<file path="config.mk">
export PLATFORM = sky130hd
export DESIGN_NAME = mcpu5_prog_ctrl_flat
export DESIGN_NICKNAME = d
export VERILOG_FILES = /design/src/rtl/mcpu5_prog_ctrl_if.sv /design/src/rtl/mcpu5_prog_ctrl.sv /design/src/flat_wrapper.sv
export SDC_FILE = /design/constraint.sdc
export NUM_CORES = 1
export LEC_CHECK = 0
export BUFFER_PORTS_ARGS = -buffer_cell sky130_fd_sc_hd__buf_2
export CORE_MARGIN = 1
export CORE_UTILIZATION = 30
export CTS_BUF_LIST = sky130_fd_sc_hd__clkbuf_16
export DETAILED_ROUTE_END_ITERATION = 8
export SLEW_MARGIN = 20
export SYNTH_ARGS = -nofsm -noshare
export SYNTH_HDL_FRONTEND = slang
export SYNTH_SLANG_ARGS = --single-unit
</file>
<file path="constraint.sdc">
create_clock -name clk -period 3.95 [get_ports clk]
set_input_delay 0.5925 -clock clk [delete_from_list [all_inputs] [get_ports clk]]
set_output_delay 0.5925 -clock clk [all_outputs]
set_load 0.05 [all_outputs]
</file>
<file path="src/rtl/mcpu5_prog_ctrl_if.sv">
// Bus bundle for the mcpu5 program controller: CPU fetch, loader stream,
// program RAM port and captured CPU output.
interface mcpu5_prog_ctrl_if;
   logic [7:0] cpu_addr;
   logic [5:0] cpu_inst;
   logic       cpu_rst;
   logic       ld_start;
   logic       ld_valid;
   logic       ld_last;
   logic [5:0] ld_data;
   logic       ld_ready;
   logic [5:0] mem_addr;
   logic [5:0] mem_wdata;
   logic       mem_we;
   logic [5:0] mem_rdata;
   logic       out_valid;
   logic [7:0] out_data;
   logic [1:0] state;

   modport slave (
      input  cpu_addr, ld_start, ld_valid, ld_last, ld_data, mem_rdata,
      output cpu_inst, cpu_rst, ld_ready, mem_addr, mem_wdata, mem_we,
             out_valid, out_data, state
   );

   modport master (
      output cpu_addr, ld_start, ld_valid, ld_last, ld_data, mem_rdata,
      input  cpu_inst, cpu_rst, ld_ready, mem_addr, mem_wdata, mem_we,
             out_valid, out_data, state
   );
endinterface

</file>
<file path="src/rtl/mcpu5_prog_ctrl.sv">
// Program controller for mcpu5: streams a program into the single-port RAM,
// holds the CPU in reset while loading, then runs it and captures OUT values.
module mcpu5_prog_ctrl #(
   parameter logic [5:0] OUT_OPCODE = 6'b111011,
   parameter logic [5:0] RESET_INST = 6'b111001,
   parameter int         MAX_WORDS  = 64
) (
   input logic              clk,
   input logic              reset,
   mcpu5_prog_ctrl_if.slave bus
);

   localparam logic [1:0] S_IDLE    = 2'd0;
   localparam logic [1:0] S_LOAD    = 2'd1;
   localparam logic [1:0] S_RELEASE = 2'd2;
   localparam logic [1:0] S_RUN     = 2'd3;
   localparam logic [5:0] LAST_ADDR = 6'(MAX_WORDS - 1);

   logic [1:0] state_q;
   logic [1:0] state_d;
   logic [5:0] wcnt;
   logic       wr_acc;
   logic       last_word;
   logic       run_ok;
   logic       out_pend_p1;
   logic       out_vld_p2;
   logic [7:0] out_data_p2;

   assign wr_acc    = (state_q == S_LOAD) && bus.ld_valid;
   assign last_word = bus.ld_last || (wcnt == LAST_ADDR);
   // Staying in RUN next cycle; anything else cancels an in-flight OUT capture.
   assign run_ok    = (state_q == S_RUN) && !bus.ld_start;

   always_comb begin
      state_d = state_q;
      case (state_q)
         S_IDLE:    if (bus.ld_start) state_d = S_LOAD;
         S_LOAD:    if (!bus.ld_start && wr_acc && last_word) state_d = S_RELEASE;
         S_RELEASE: state_d = bus.ld_start ? S_LOAD : S_RUN;
         default:   if (bus.ld_start) state_d = S_LOAD;
      endcase
   end

   always_ff @(posedge clk or posedge reset) begin
      if (reset) begin
         state_q <= S_IDLE;
         wcnt    <= '0;
      end else begin
         state_q <= state_d;
         if (bus.ld_start)
            wcnt <= '0;
         else if (wr_acc)
            wcnt <= wcnt + 6'd1;
      end
   end

   // p1: OUT seen last cycle; p2: cpu_addr captured, valid pulse
   always_ff @(posedge clk or posedge reset) begin
      if (reset) begin
         out_pend_p1 <= 1'b0;
         out_vld_p2  <= 1'b0;
         out_data_p2 <= '0;
      end else begin
         out_pend_p1 <= run_ok && (bus.cpu_inst == OUT_OPCODE);
         out_vld_p2  <= out_pend_p1 && run_ok;
         if (out_pend_p1 && run_ok)
            out_data_p2 <= bus.cpu_addr;
      end
   end

   always_comb begin
      case (state_q)
         S_LOAD:  bus.mem_addr = wcnt;
         S_RUN:   bus.mem_addr = bus.cpu_addr[5:0];
         default: bus.mem_addr = '0;
      endcase
   end

   assign bus.ld_ready  = (state_q == S_LOAD);
   assign bus.mem_we    = wr_acc;
   assign bus.mem_wdata = wr_acc ? bus.ld_data : '0;
   assign bus.cpu_rst   = (state_q != S_RUN);
   assign bus.cpu_inst  = (state_q == S_RUN) ? bus.mem_rdata : RESET_INST;
   assign bus.out_valid = out_vld_p2;
   assign bus.out_data  = out_data_p2;
   assign bus.state     = state_q;

endmodule
</file>
<file path="src/flat_wrapper.sv">
// flat-port wrapper written by rule: the top's interface ports become plain ports
module mcpu5_prog_ctrl_flat 
#(
   parameter logic [5:0] OUT_OPCODE = 6'b111011,
   parameter logic [5:0] RESET_INST = 6'b111001,
   parameter int         MAX_WORDS  = 64
)
  (clk, reset, bus_cpu_addr, bus_ld_start, bus_ld_valid, bus_ld_last, bus_ld_data, bus_mem_rdata, bus_cpu_inst, bus_cpu_rst, bus_ld_ready, bus_mem_addr, bus_mem_wdata, bus_mem_we, bus_out_valid, bus_out_data, bus_state);
  mcpu5_prog_ctrl_if bus_i ();
  input logic clk;
  input logic reset;
  input wire logic [$bits(bus_i.cpu_addr)-1:0] bus_cpu_addr;
  input wire logic [$bits(bus_i.ld_start)-1:0] bus_ld_start;
  input wire logic [$bits(bus_i.ld_valid)-1:0] bus_ld_valid;
  input wire logic [$bits(bus_i.ld_last)-1:0] bus_ld_last;
  input wire logic [$bits(bus_i.ld_data)-1:0] bus_ld_data;
  input wire logic [$bits(bus_i.mem_rdata)-1:0] bus_mem_rdata;
  output wire logic [$bits(bus_i.cpu_inst)-1:0] bus_cpu_inst;
  output wire logic [$bits(bus_i.cpu_rst)-1:0] bus_cpu_rst;
  output wire logic [$bits(bus_i.ld_ready)-1:0] bus_ld_ready;
  output wire logic [$bits(bus_i.mem_addr)-1:0] bus_mem_addr;
  output wire logic [$bits(bus_i.mem_wdata)-1:0] bus_mem_wdata;
  output wire logic [$bits(bus_i.mem_we)-1:0] bus_mem_we;
  output wire logic [$bits(bus_i.out_valid)-1:0] bus_out_valid;
  output wire logic [$bits(bus_i.out_data)-1:0] bus_out_data;
  output wire logic [$bits(bus_i.state)-1:0] bus_state;
  assign bus_i.cpu_addr = bus_cpu_addr;
  assign bus_i.ld_start = bus_ld_start;
  assign bus_i.ld_valid = bus_ld_valid;
  assign bus_i.ld_last = bus_ld_last;
  assign bus_i.ld_data = bus_ld_data;
  assign bus_i.mem_rdata = bus_mem_rdata;
  assign bus_cpu_inst = bus_i.cpu_inst;
  assign bus_cpu_rst = bus_i.cpu_rst;
  assign bus_ld_ready = bus_i.ld_ready;
  assign bus_mem_addr = bus_i.mem_addr;
  assign bus_mem_wdata = bus_i.mem_wdata;
  assign bus_mem_we = bus_i.mem_we;
  assign bus_out_valid = bus_i.out_valid;
  assign bus_out_data = bus_i.out_data;
  assign bus_state = bus_i.state;
  mcpu5_prog_ctrl #(.OUT_OPCODE(OUT_OPCODE), .RESET_INST(RESET_INST), .MAX_WORDS(MAX_WORDS)) u_core (.clk(clk), .reset(reset), .bus(bus_i));
endmodule
</file>
==> out/summary.log <==
[outcome] status finished, final reports clean
[floorplanning] floorplan core area 0.00308 mm²
[layout] number of diodes 0
[place] Placed Cells incl. Taps 186
[synthesis] Seq/Total Area, Yosys 0.459
[setup_path] critical path endpoint category output port
[grt] number of antenna violations at the first check in global routing 0
[cts] clock-pin transition on the worst setup and hold timing paths 50 ps
[cts] CTS Buffer Depth 2
[grt] largest net degree at the start of global routing 19
[layout] number of nets at the end of the flow 177
[setup_path] Critical Path Source Type flip-flop
[place] standard cell area after detailed placement 0.00130 mm²
[grt] Total Routing Usage GR 0.143
[setup_path] critical path class flip-flop to output port
[layout] Layout Cell Area excl Fill 0.00138 mm²
[synthesis] Synth Register Bits 18
[sta] final sum of negative setup slack 0 ps
[route] Via Count 859
[sta] min Tclk post-route 2590 ps
[route] DRC viols 0
[pwr] power per standard cell area 636 mW/mm²
[cts] clock tree from TritonCTS yes
[cts] H-tree depth 1
[sta] Hold Slack 437 ps
[floorplanning] vertical die dimension 59.2 µm
[synthesis] synthesized area divided by synthesized cell count 10.9 µm²
[synthesis] post-synthesis net count 120
[sta] worst slew margin relative to its limit 0.551
[sta] Hold Violations, Final 0
[layout] ratio of cells with drive above 1 in the final layout 0.486
[layout] Layout area overhead 40.4%
[synthesis] cell area after synthesis 981 µm²
[route] routed length per placed instance 12.5 µm
[route] Total Wirelength 2370 µm
[sta] setup clock skew after layout 1.37 ps
[sta] max-slew violations 0
[setup_path] ordered cell list for the critical path inv_1, ha_1, nand2_1, inv_1, buf_2
[sta] Least-Margin Pin Slew 673 ps
[floorplanning] io pins 57
[cts] Num Clock Sinks 18
[grt] global-route wire length before repair 3640 µm
[setup_path] CP max-delay cell sky130_fd_sc_hd__ha_1
[setup_path] most repeated library cell on the critical path sky130_fd_sc_hd__inv_1
[setup_path] arrival time reported for the critical path endpoint 1990 ps
[setup_path] cell family with the largest share of critical-path delay buffers and inverters
[synthesis] Synthesis Warnings 0
[sta] post-route fraction of the period consumed by the critical path 0.655
[grt] total congestion overflow after global routing 0
[floorplanning] number of rows in the core area 20
[worst_hold_path] path category of the worst min-delay check input pin to async pin
[route] Initial DRC Count 21
[run] max-cap viol count 0
[place] port bufs 56
[place] detailed placer's ending HPWL 1840 µm
[sta] total of endpoints with negative setup slack in the final report 0
[setup_path] crit-path max cell delay 540 ps
[sta] FMAX 0.387 GHz
[cts] number of buffers inserted for hold repair after clock tree synthesis 0
[cts] root buf cell sky130_fd_sc_hd__clkbuf_16
[grt] number of global-route vias before repair 817
[route] final antenna-violating net count 0
[floorplanning] total die area 0.00350 mm²
[place] final weighted congestion in routability-driven placement 0.852
[cts] total setup buffers inserted after CTS 0
[setup_path] largest fanout of any net on the critical path 18
[floorplanning] starting density of the core 0.319
[pwr] total design power 0.877 mW
[sta] unrepaired setup endpoints after global routing false
[synthesis] count of distinct cell types in the synthesized netlist 25
[floorplanning] width of the die 59.2 µm
[layout] count of placed standard cells in the final layout, fillers left out 190
[route] Pre-Repair DR Iteration Count 4
[pwr] maximum vdd drop 0.000465 V
[setup_path] required arrival time at the worst endpoint 3360 ps
[synthesis] Mapped Cells 90
[cts] cts bufs inserted 3
[cts] Resize count post-CTS 0
[route] vias per cell 4.52
[pwr] Static Leakage 0.791 nW
[setup_path] Worst Path Buf+Inv 3
[cts] clock latency of the later-clocked register in the worst-skew pair 250 ps
## Yosys cell counts, drive strengths merged
library cell / instances / area share
nand3: 2 / 0.015
mux2i: 1 / 0.010
a22o: 6 / 0.054
nand4: 3 / 0.019
nand2: 4 / 0.015
o32ai: 1 / 0.017
xor2: 4 / 0.036
mux2: 9 / 0.10
nor4b: 1 / 0.0089
dfrtp: 18 / 0.46
a21oi: 2 / 0.010
a41oi: 1 / 0.017
nand2b: 4 / 0.026
nor2: 7 / 0.027
buf: 1 / 0.0051
inv: 7 / 0.027
xnor2: 1 / 0.0089
and3: 7 / 0.045
ha: 5 / 0.064
and2: 3 / 0.022
clkbuf: 3 / 0.013
## flip-flops by register name, indices dropped and copies added, names as in the netlist
register	flops
u_core.bus.out_data	8
u_core.bus.out_valid	1
u_core.bus.state	2
u_core.out_pend_p1	1
u_core.wcnt	6
## cells in the final DEF (no fill, tap or decap), drive strengths merged
cell type,Yosys,final
xor2,4,4
nor4b,1,1
inv,7,7
and2,3,3
mux2i,1,1
buf,1,56
xnor2,1,1
nand2,4,4
mux2,9,9
nand2b,4,4
o32ai,1,1
and3,7,7
clkinv,0,1
a22o,6,6
nand4,3,3
clkbuf,3,3
nand3,2,2
ha,5,5
dfrtp,18,18
nor2,7,7
a21oi,2,2
a41oi,1,1
## path summary, 6_finish.rpt
| kind | startpoint | endpoint | slack, ps | depth (start not counted) |
|---|---|---|---|---|
| max | u_core.bus.state[1]$_DFFE_PP0P_ | bus_mem_we | 1360 | 5 |
| min in group clk | u_core.bus.out_data[5]$_DFFE_PP0P_ | u_core.bus.out_data[5]$_DFFE_PP0P_ | 500 | 1 |
| min reg2reg | u_core.bus.out_data[5]$_DFFE_PP0P_ | u_core.bus.out_data[5]$_DFFE_PP0P_ | 500 | 1 |
| max in group asynchronous | reset | u_core.wcnt[1]$_DFFE_PP0P_ | 3080 | 2 |
| max reg2reg | u_core.bus.state[1]$_DFFE_PP0P_ | u_core.bus.state[1]$_DFFE_PP0P_ | 1850 | 5 |
| min | reset | u_core.bus.out_data[7]$_DFFE_PP0P_ | 440 | 2 |
## power breakdown
group / leakage [nW] / internal (mW) / switching [mW]
registers: 0.247 / 0.201 / 0.0196
clock network: 0.0385 / 0.135 / 0.0666
logic: 0.505 / 0.114 / 0.341
total: 0.791 / 0.449 / 0.428
## layout make-up
cell class | count | area [µm²]
fillers | 313 | 1700
well taps | 44 | 55.1
flip-flops and latches | 18 | 450
clock buffers | 3 | 75.1
clock inverters | 1 | 3.75
multi-input cells | 61 | 487
repair buffers | 56 | 280
inverters | 7 | 26.3
## metal layers
layer | routed length (µm) | up-vias | global-route usage | share of wire
met5 | 0 | - | 0 | 0
met4 | 40 | 0 | 0.0612 | 0.017
met3 | 106 | 5 | 0.0459 | 0.045
met2 | 1200 | 22 | 0.233 | 0.51
met1 | 1020 | 407 | 0.172 | 0.43
li1 | - | 425 | - | -
## stage by stage
step	utilization	setup WS, ps
finish	0.448	1360
global route	0.448	1250
CTS	0.448	1370
detailed placement	0.422	1640
global placement	0.422	1760
floorplan	-	1120
## kinds of logic after synthesis
| group | Yosys count | share of synthesized area |
|---|---|---|
| XOR/XNOR | 5 | 0.0446 |
| multiplexers | 10 | 0.114 |
| buffers and inverters | 11 | 0.0446 |
| AND/OR/NAND/NOR | 31 | 0.177 |
| AO/OA/AOI/OAI | 10 | 0.0969 |
| flip-flops | 18 | 0.459 |
| adder cells (fa/ha/maj) | 5 | 0.0638 |
## worst reg2reg max path, stage by stage, from the launching register on
cell and delay [ps]:
sky130_fd_sc_hd__dfrtp_1 420, sky130_fd_sc_hd__inv_1 100, sky130_fd_sc_hd__ha_1 540, sky130_fd_sc_hd__nand2_1 210, sky130_fd_sc_hd__o32ai_2 370, sky130_fd_sc_hd__mux2_1 360
(Power assumes the default switching activity.)
